`src/rtl/seg_scan_ctrl.sv`:
```
// Purpose: 4-digit BCD tick counter with multiplexed active-low 7-segment display scan.
// Latency: t->t_s 2 cycles; count/idx change -> an/seg 1 cycle; tick -> clock toggle 1 cycle.
// Backpressure: none; free-running outputs. Optional SEG_BLANK_EN enables leading-zero blanking.
module seg_scan_ctrl #(
    parameter int TICK_DIV = 20000000,
    parameter int SCAN_DIV = 20000
) (
    input  logic        clk,
    input  logic        rst_n,
    input  logic        t,
    input  logic        clr,
    output logic [6:0]  seg,
    output logic [3:0]  an,
    output logic        clock,
    output logic [15:0] count
);

    localparam int PW = (TICK_DIV > 2) ? $clog2(TICK_DIV) : 1;
    localparam int SW = (SCAN_DIV > 2) ? $clog2(SCAN_DIV) : 1;

    localparam logic [PW-1:0] PRESC_LAST = PW'(TICK_DIV - 1);
    localparam logic [SW-1:0] SCAN_LAST  = SW'(SCAN_DIV - 1);

    logic [PW-1:0] presc;
    logic [SW-1:0] scan;
    logic [1:0]    idx;
    logic          t_m;
    logic          t_s;
    logic          tick;
    logic [15:0]   count_inc;
    logic [3:0]    digit;
    logic          blank;
    logic [6:0]    seg_nxt;

    assign tick = (presc == PRESC_LAST);

    // Prescaler, tick-driven square wave and t synchronizer; clr deliberately not involved.
    always_ff @(posedge clk) begin
        if (!rst_n) begin
            presc <= '0;
            clock <= 1'b0;
            t_m   <= 1'b0;
            t_s   <= 1'b0;
        end else begin
            presc <= tick ? '0 : presc + 1'b1;
            clock <= clock ^ tick;
            t_m   <= t;
            t_s   <= t_m;
        end
    end

    // Scan counter stepping the displayed digit index at each wrap.
    always_ff @(posedge clk) begin
        if (!rst_n) begin
            scan <= '0;
            idx  <= 2'd0;
        end else if (scan == SCAN_LAST) begin
            scan <= '0;
            idx  <= idx + 2'd1;
        end else begin
            scan <= scan + 1'b1;
        end
    end

    // Ripple BCD increment: every digit that is 9 with an incoming carry rolls to 0.
    always_comb begin
        logic carry;
        count_inc = count;
        carry     = 1'b1;
        for (int i = 0; i < 4; i++) begin
            if (carry) begin
                if (count[i*4 +: 4] >= 4'd9) begin
                    count_inc[i*4 +: 4] = 4'd0;
                end else begin
                    count_inc[i*4 +: 4] = count[i*4 +: 4] + 4'd1;
                    carry               = 1'b0;
                end
            end
        end
    end

    // BCD count register; clr wins over a coincident tick.
    always_ff @(posedge clk) begin
        if (!rst_n) begin
            count <= 16'h0000;
        end else if (clr) begin
            count <= 16'h0000;
        end else if (tick && t_s) begin
            count <= count_inc;
        end
    end

    // Select the digit under scan and decide whether it is a leading zero.
    always_comb begin
        digit = 4'd0;
        blank = 1'b0;
        case (idx)
            2'd0: begin
                digit = count[3:0];
                blank = 1'b0;
            end
            2'd1: begin
                digit = count[7:4];
                blank = (count[15:4] == 12'd0);
            end
            2'd2: begin
                digit = count[11:8];
                blank = (count[15:8] == 8'd0);
            end
            default: begin
                digit = count[15:12];
                blank = (count[15:12] == 4'd0);
            end
        endcase
    end

    // Active-low segment decode (bit 6 = a .. bit 0 = g); non-decimal nibbles go dark.
    always_comb begin
        seg_nxt = 7'b1111111;
        case (digit)
            4'd0: seg_nxt = 7'b0000001;
            4'd1: seg_nxt = 7'b1001111;
            4'd2: seg_nxt = 7'b0010010;
            4'd3: seg_nxt = 7'b0000110;
            4'd4: seg_nxt = 7'b1001100;
            4'd5: seg_nxt = 7'b0100100;
            4'd6: seg_nxt = 7'b0100000;
            4'd7: seg_nxt = 7'b0001111;
            4'd8: seg_nxt = 7'b0000000;
            4'd9: seg_nxt = 7'b0000100;
            default: seg_nxt = 7'b1111111;
        endcase
`ifdef SEG_BLANK_EN
        if (blank) begin
            seg_nxt = 7'b1111111;
        end
`endif
    end

    // Display registers sampled from the current idx/count, so a digit is never torn.
    always_ff @(posedge clk) begin
        if (!rst_n) begin
            an  <= 4'b1111;
            seg <= 7'b1111111;
        end else begin
            an  <= ~(4'b0001 << idx);
            seg <= seg_nxt;
        end
    end

`ifndef SEG_BLANK_EN
    // Blanking decision only matters when leading-zero suppression is built in.
    logic unused_blank;
    assign unused_blank = blank;
`endif

endmodule

```
`config.mk`:
```
export PLATFORM = sky130hd
export DESIGN_NAME = seg_scan_ctrl
export DESIGN_NICKNAME = d
export VERILOG_FILES = /design/src/rtl/seg_scan_ctrl.sv
export SDC_FILE = /design/constraint.sdc
export NUM_CORES = 1
export LEC_CHECK = 0
export CORE_MARGIN = 10
export CORE_UTILIZATION = 45
export DETAILED_ROUTE_END_ITERATION = 12
export GPL_TIMING_DRIVEN = 0
export PLACE_DENSITY = 0.75
export SYNTH_ARGS = -nofsm -noshare
export SYNTH_HDL_FRONTEND = slang
export SYNTH_SLANG_ARGS = --single-unit
```
`constraint.sdc`:
```
create_clock -name clk -period 5.3 [get_ports clk]
set_input_delay 0.53 -clock clk [delete_from_list [all_inputs] [get_ports clk]]
set_output_delay 0.53 -clock clk [all_outputs]
set_load 0.02 [all_outputs]
```
After elaboration in Yosys (flattened, before gate mapping). Memory sizes are Yosys's and may differ from the RTL's. A register that Yosys moved wholly into a read port is not among the register bits. Cells that the tools add are included.

Logic and storage cells: 50. Bits in read-only memories: 112. Register bits after elaboration: 65. Memories: 1. Input port bits: 4. Output and inout port bits: 28.

Memory list: (no name shown) (words 16, width 7, rd ports 1, clocked after memory_dff 1, wr ports 0, RTL line 120) `case (digit)`.

Equality and inequality tests: 4. Order comparisons: 4. Shift-type cells: 1. Reductions and logical operators: 9. $add $sub $neg: 7. Bitwise gates (word level): 3. Muxes and demuxes: 10.

Operators with widths (count): $add A25 B1 Y25 const B (1); $eq A25 B25 Y1 const B (1); $add A4 B1 Y4 const B (4); $ge A4 B4 Y1 const B (4); $mux W4 (4); $add A15 B1 Y15 const B (1); $eq A15 B15 Y1 const B (1); $pmux W4 S3 (1); $reduce_and A2 Y1 (3); $reduce_or A2 Y1 (3); $mux W1 (5); $not A4 Y4 (1); $shl A1 B2 Y4 const A (1); $add A2 B1 Y2 const B (1); $eq A2 B1 Y1 const B (1); $eq A2 B2 Y1 const B (1); $logic_not A2 Y1 (1); $logic_and A1 B1 Y1 (1); $logic_not A1 Y1 (1); $not A1 Y1 (1); $xor A1 B1 Y1 (1).

Logic depth before layout (Yosys ltp).
Depth after elaboration: 5. Mapped depth: 9. Gate-level depth less buffers: 9.

Worst setup path before layout. No wires, ideal clock.

Path type: flip-flop to flip-flop. Start: reg count[4]. End: reg count[15]. Path buffers: 0. Data required time: 5186 ps. Period minus slack after synthesis: 2241 ps. Path slack: 3059 ps. Arrival: 2127 ps. Library setup time: 114 ps. Cell stages (with the launch flop): 8. Cells stage by stage: dfxtp_1 -> inv_1 -> ha_1 -> nor3b_1 -> a2111o_1 -> nor4_2 -> a211oi_1 -> a21o_1.

Longest elaborated chain between the ends: 5.

Ends and longest elaborated chain: from (decl) (RTL line 15) `output logic [15:0] count`; from (signal assigned) (RTL line 89) `count <= count_inc;`; $ge A4 B4 Y1 (RTL line 72) `if (count[i*4 +: 4] >= 4'd9) begin`; $mux W1 (RTL line 72); $mux W1 (2 in a row) (RTL line 71) `if (carry) begin`; $reduce_and A2 Y1 (no line).

No other way between the ends. A chain may end at the register's enable or synchronous reset.

Worst setup path in the final report. Same ends and word-level chain as after synthesis.

==> report_table.html <==
<table>
<tr><th>Metric</th><th>Value</th></tr>
<tr><th colspan="2">Setup path</th></tr>
<tr><td>Cell class contributing the biggest share of worst-path delay</td><td>simple AND/OR/NAND/NOR gates</td></tr>
<tr><td>Critical path type</td><td>register to register</td></tr>
<tr><td>Depth of the critical timing path with buffers and inverters included</td><td>7</td></tr>
<tr><td>CP Launch Point</td><td>count[4]$_SDFFE_PP0P_</td></tr>
<tr><td>CP max FO</td><td>8</td></tr>
<tr><td>Startpoint of the most critical register-to-register path</td><td>count[4]$_SDFFE_PP0P_</td></tr>
<tr><td>Critical Path Slowest Stage Cell</td><td>nor4_2</td></tr>
<tr><td>CP cell instances</td><td>inv_1 &gt; ha_1 &gt; nor3b_1 &gt; a2111o_1 &gt; nor4_2 &gt; a211oi_1 &gt; a21o_1</td></tr>
<tr><td>R2r worst-path depth</td><td>7</td></tr>
<tr><td>Worst path bufs/invs</td><td>1</td></tr>
<tr><td>Data required, critical path</td><td>5550 ps</td></tr>
<tr><td>Worst stage delay on the critical path</td><td>690 ps</td></tr>
<tr><td>Startpoint class of the critical path</td><td>register</td></tr>
<tr><td>Type of destination of the critical path</td><td>register</td></tr>
<tr><td>Endpoint arrival time on the critical path</td><td>2720 ps</td></tr>
<tr><th colspan="2">Final layout</th></tr>
<tr><td>Fraction of layout instances using a drive strength above 1</td><td>6.09%</td></tr>
<tr><td>Fill cell instance count of the final layout</td><td>670</td></tr>
<tr><td>Number of nets at the end of the flow</td><td>466</td></tr>
<tr><td>Share of the core filled with cells</td><td>54.6%</td></tr>
<tr><td>Number of antenna diodes</td><td>0</td></tr>
<tr><td>Synthesis-to-finish area growth</td><td>19.5%</td></tr>
<tr><th colspan="2">Synthesis</th></tr>
<tr><td>Synth Cell Area</td><td>0.00350 mm2</td></tr>
<tr><td>Fraction of registers with async set or reset after synthesis</td><td>0%</td></tr>
<tr><td>Warnings from Yosys</td><td>0</td></tr>
<tr><td>Synthesized netlist cell count</td><td>396</td></tr>
<tr><td>Commonest register cell after synthesis</td><td>dfxtp_1</td></tr>
<tr><td>Leading post-synthesis cells by cell area</td><td>dfxtp_1, ha_1, nor2_1, xnor2_1, nand2_1</td></tr>
<tr><td>Number of flops mapped to enable cells by yosys</td><td>0</td></tr>
<tr><td>Number of distinct library cell variants in the gate-level netlist after synthesis</td><td>51</td></tr>
<tr><td>Top cell type's share of synthesized area</td><td>41.2%</td></tr>
<tr><td>Synthesized net count</td><td>424</td></tr>
<tr><td>Portion of the post-synthesis area used by sequential elements</td><td>41.2%</td></tr>
<tr><td>Per-instance average area after synthesis</td><td>8.83 um2</td></tr>
<tr><td>Largest area contributor in the synthesized netlist</td><td>dfxtp_1</td></tr>
<tr><td>Number of storage elements in the synthesis netlist</td><td>72</td></tr>
<tr><th colspan="2">CTS</th></tr>
<tr><td>Clock tree from TritonCTS</td><td>yes</td></tr>
<tr><td>Hold Buf Count CTS</td><td>0</td></tr>
<tr><td>Number of levels the H-tree was split into</td><td>3</td></tr>
<tr><td>Buffer cell driving the clock tree root</td><td>clkbuf_8</td></tr>
<tr><td>Post-CTS Setup Repair Bufs</td><td>0</td></tr>
<tr><td>Clock-pin transition on the worst setup and hold timing paths</td><td>80 ps</td></tr>
<tr><td>Number of gates resized after CTS</td><td>0</td></tr>
<tr><td>Clock Path Buffers</td><td>2</td></tr>
<tr><td>Clock sink total</td><td>72</td></tr>
<tr><td>Worst skew pair latency</td><td>350 ps</td></tr>
<tr><td>Clock buffer count from CTS</td><td>9</td></tr>
<tr><th colspan="2">Worst hold path</th></tr>
<tr><td>Number of instances on the worst hold path</td><td>1</td></tr>
<tr><td>Kind of path behind the tightest hold check</td><td>register to register</td></tr>
<tr><td>Worst hold path startpoint</td><td>t_m$_SDFF_PN0_</td></tr>
<tr><th colspan="2">Floorplanning</th></tr>
<tr><td>Horizontal die dimension</td><td>108 um</td></tr>
<tr><td>Initial core utilization</td><td>45.7%</td></tr>
<tr><td>Num rows</td><td>32</td></tr>
<tr><td>Ports</td><td>32</td></tr>
<tr><td>Core area</td><td>0.00765 mm2</td></tr>
<tr><td>Y dimension of the die</td><td>108 um</td></tr>
<tr><td>Die area</td><td>0.0117 mm2</td></tr>
<tr><th colspan="2">GRT</th></tr>
<tr><td>All-layer global routing usage</td><td>13.3%</td></tr>
<tr><td>Met2 track utilization from global routing</td><td>22.3%</td></tr>
<tr><td>GRT met3 Usage</td><td>4.28%</td></tr>
<tr><td>Initial antenna violation count</td><td>0</td></tr>
<tr><td>Wire length of the first global-routing pass</td><td>12800 um</td></tr>
<tr><td>Maximum number of pins on one net before global-route repair</td><td>14</td></tr>
<tr><td>Gr busiest metal</td><td>met2</td></tr>
<tr><td>Total overflow reported by the global router</td><td>0</td></tr>
<tr><td>GR Util met1</td><td>15.6%</td></tr>
<tr><td>Via count of the first global-routing pass</td><td>2809</td></tr>
<tr><th colspan="2">Placement</th></tr>
<tr><td>Detailed placer's ending HPWL</td><td>5530 um</td></tr>
<tr><td>Count of buffers from port buffering</td><td>31</td></tr>
<tr><td>Routability congestion estimate from global placement</td><td>0.886</td></tr>
<tr><th colspan="2">Pwr</th></tr>
<tr><td>Share of total power in the clock network</td><td>47.2%</td></tr>
<tr><td>Power Density</td><td>265 mW/mm2</td></tr>
<tr><td>Leakage power total</td><td>0.00152 uW</td></tr>
<tr><td>Largest vdd supply drop</td><td>0.148 mV</td></tr>
<tr><td>Net switching share of the total power</td><td>21.1%</td></tr>
<tr><td>Internal Dissipation</td><td>874 uW</td></tr>
<tr><td>Power share of the combinational group</td><td>2.9%</td></tr>
<tr><td>Total net switching power</td><td>234 uW</td></tr>
<tr><td>Register share of total power</td><td>49.9%</td></tr>
<tr><th colspan="2">Timing</th></tr>
<tr><td>Final setup TNS</td><td>0 ps</td></tr>
<tr><td>Transition time at the pin with the least slew margin</td><td>823 ps</td></tr>
<tr><td>Final setup vio count</td><td>0</td></tr>
<tr><td>Tightest slew margin relative to the limit</td><td>44.6%</td></tr>
<tr><td>Number of hold violations in the final report</td><td>0</td></tr>
<tr><td>Final worst-path cycle share</td><td>46.7%</td></tr>
<tr><td>Maximum clock frequency</td><td>404 MHz</td></tr>
<tr><td>Final number of max-transition violations</td><td>0</td></tr>
<tr><td>Hold Slack</td><td>459 ps</td></tr>
<tr><td>Final min period</td><td>2470 ps</td></tr>
<tr><td>Clock Skew</td><td>14.0 ps</td></tr>
<tr><td>RSZ-0062 raised after global routing</td><td>false</td></tr>
<tr><th colspan="2">Route</th></tr>
<tr><td>DRC marker count from the first detailed-route iteration</td><td>82</td></tr>
<tr><td>Number of iterations in the first detailed-routing pass</td><td>4</td></tr>
<tr><td>Average wire length per cell after detail routing</td><td>13.8 um</td></tr>
<tr><td>Total detailed-routing wirelength</td><td>7540 um</td></tr>
<tr><td>DRC viols</td><td>0</td></tr>
<tr><td>Avg Vias per Cell</td><td>5.30</td></tr>
<tr><td>Vias post-DR</td><td>2887</td></tr>
<tr><td>Antenna Violating Nets Remaining</td><td>0</td></tr>
<tr><th colspan="2">Run status</th></tr>
<tr><td>Result of the run</td><td>complete, no violations</td></tr>
<tr><th colspan="2">Run</th></tr>
<tr><td>Max-cap violations</td><td>0</td></tr>
</table>
worst paths after layout:
check	end	slack (ps)
hold / removal	t_s$_SDFF_PN0_	460
setup / recovery	count[15]$_SDFFE_PP0P_	2830
setup reg to reg	count[15]$_SDFFE_PP0P_	2830
hold reg to reg	t_s$_SDFF_PN0_	460
synthesized netlist by cell type, types with 3 or more instances:
library cell and n:
and2_1 9, nor4_1 6, xnor2_1 25, nand4_1 10, xor2_1 14, nand2b_1 5, nand2_1 33, and3_1 7
dfxtp_1 72, a222oi_1 4, nor2_1 60, ha_1 24, nor3_1 12, a21oi_1 11, mux2i_1 9, clkbuf_1 6
nor2b_1 3, nand3_1 16, inv_1 22, o21ai_0 7, nor4b_1 5
area by class of cell:
type	count	area, um2	area share, %
clock inverters	7	120	2.88
repair buffers	31	310	7.43
multi-input cells	295	1950	46.6
plain buffers	7	26.3	0.629
inverters	22	82.6	1.98
clock buffers	9	124	2.96
well taps	102	128	3.05
flip-flops and latches	72	1440	34.5
state kept, by name, summed over array words and instances, names as in the netlist:
register	count
t_s	1
count	16
idx	2
seg	7
an	4
scan	15
t_m	1
presc	25
clock	1
power groups by stage:
stage	Combinational (uW)	Sequential [uW]	Clock, uW
finish	31.7	553	523
CTS	32.4	553	536
global placement	31.3	565	0
floorplan	14.6	568	0
detailed placement	32.2	565	0
global route	35.0	553	559
through the flow:
stage | total power [uW] | instance area, um2 | instances | setup WS [ps]
finish | 1110 | 4180 | 545 | 2830
CTS | 1120 | 4180 | 545 | 2870
global placement | 596 | 3930 | 529 | 2930
global route | 1150 | 4180 | 545 | 2660
detailed placement | 598 | 3930 | 529 | 2890
floorplan | 583 | 3500 | 396 | 3060
cell families after synthesis:
logic type,Yosys count,share of synthesized area [%]
xor+xnor,39,9.77
simple gates,185,27.3
fa+ha+maj,24,8.59
compound gates,37,7.12
buf+inv,29,3.11
mux,10,2.90
flops,72,41.2
worst reg2reg max path: stages, from the launching register on:
cell,delay [ps]
dfxtp_1,500
inv_1,80
ha_1,190
nor3b_1,150
a2111o_1,400
nor4_2,690
a211oi_1,180
a21o_1,180
layer usage:
layer | routed length [um] | share of wire (%)
met1 | 3350 | 44
met2 | 3590 | 48
met3 | 499 | 6.6
met4 | 103 | 1.4
met5 | 0 | 0
placed cells by master (no fill, tap or decap), types with 11 or more instances in the layout:
master / instances
clkdlybuf4s50_1: 31
xnor2_1: 25
nand2_1: 33
xor2_1: 14
nor2_1: 60
ha_1: 24
inv_1: 22
a21oi_1: 11
dfxtp_1: 72
nor3_1: 12
nand3_1: 16
Power figures use the tool's default switching activity.
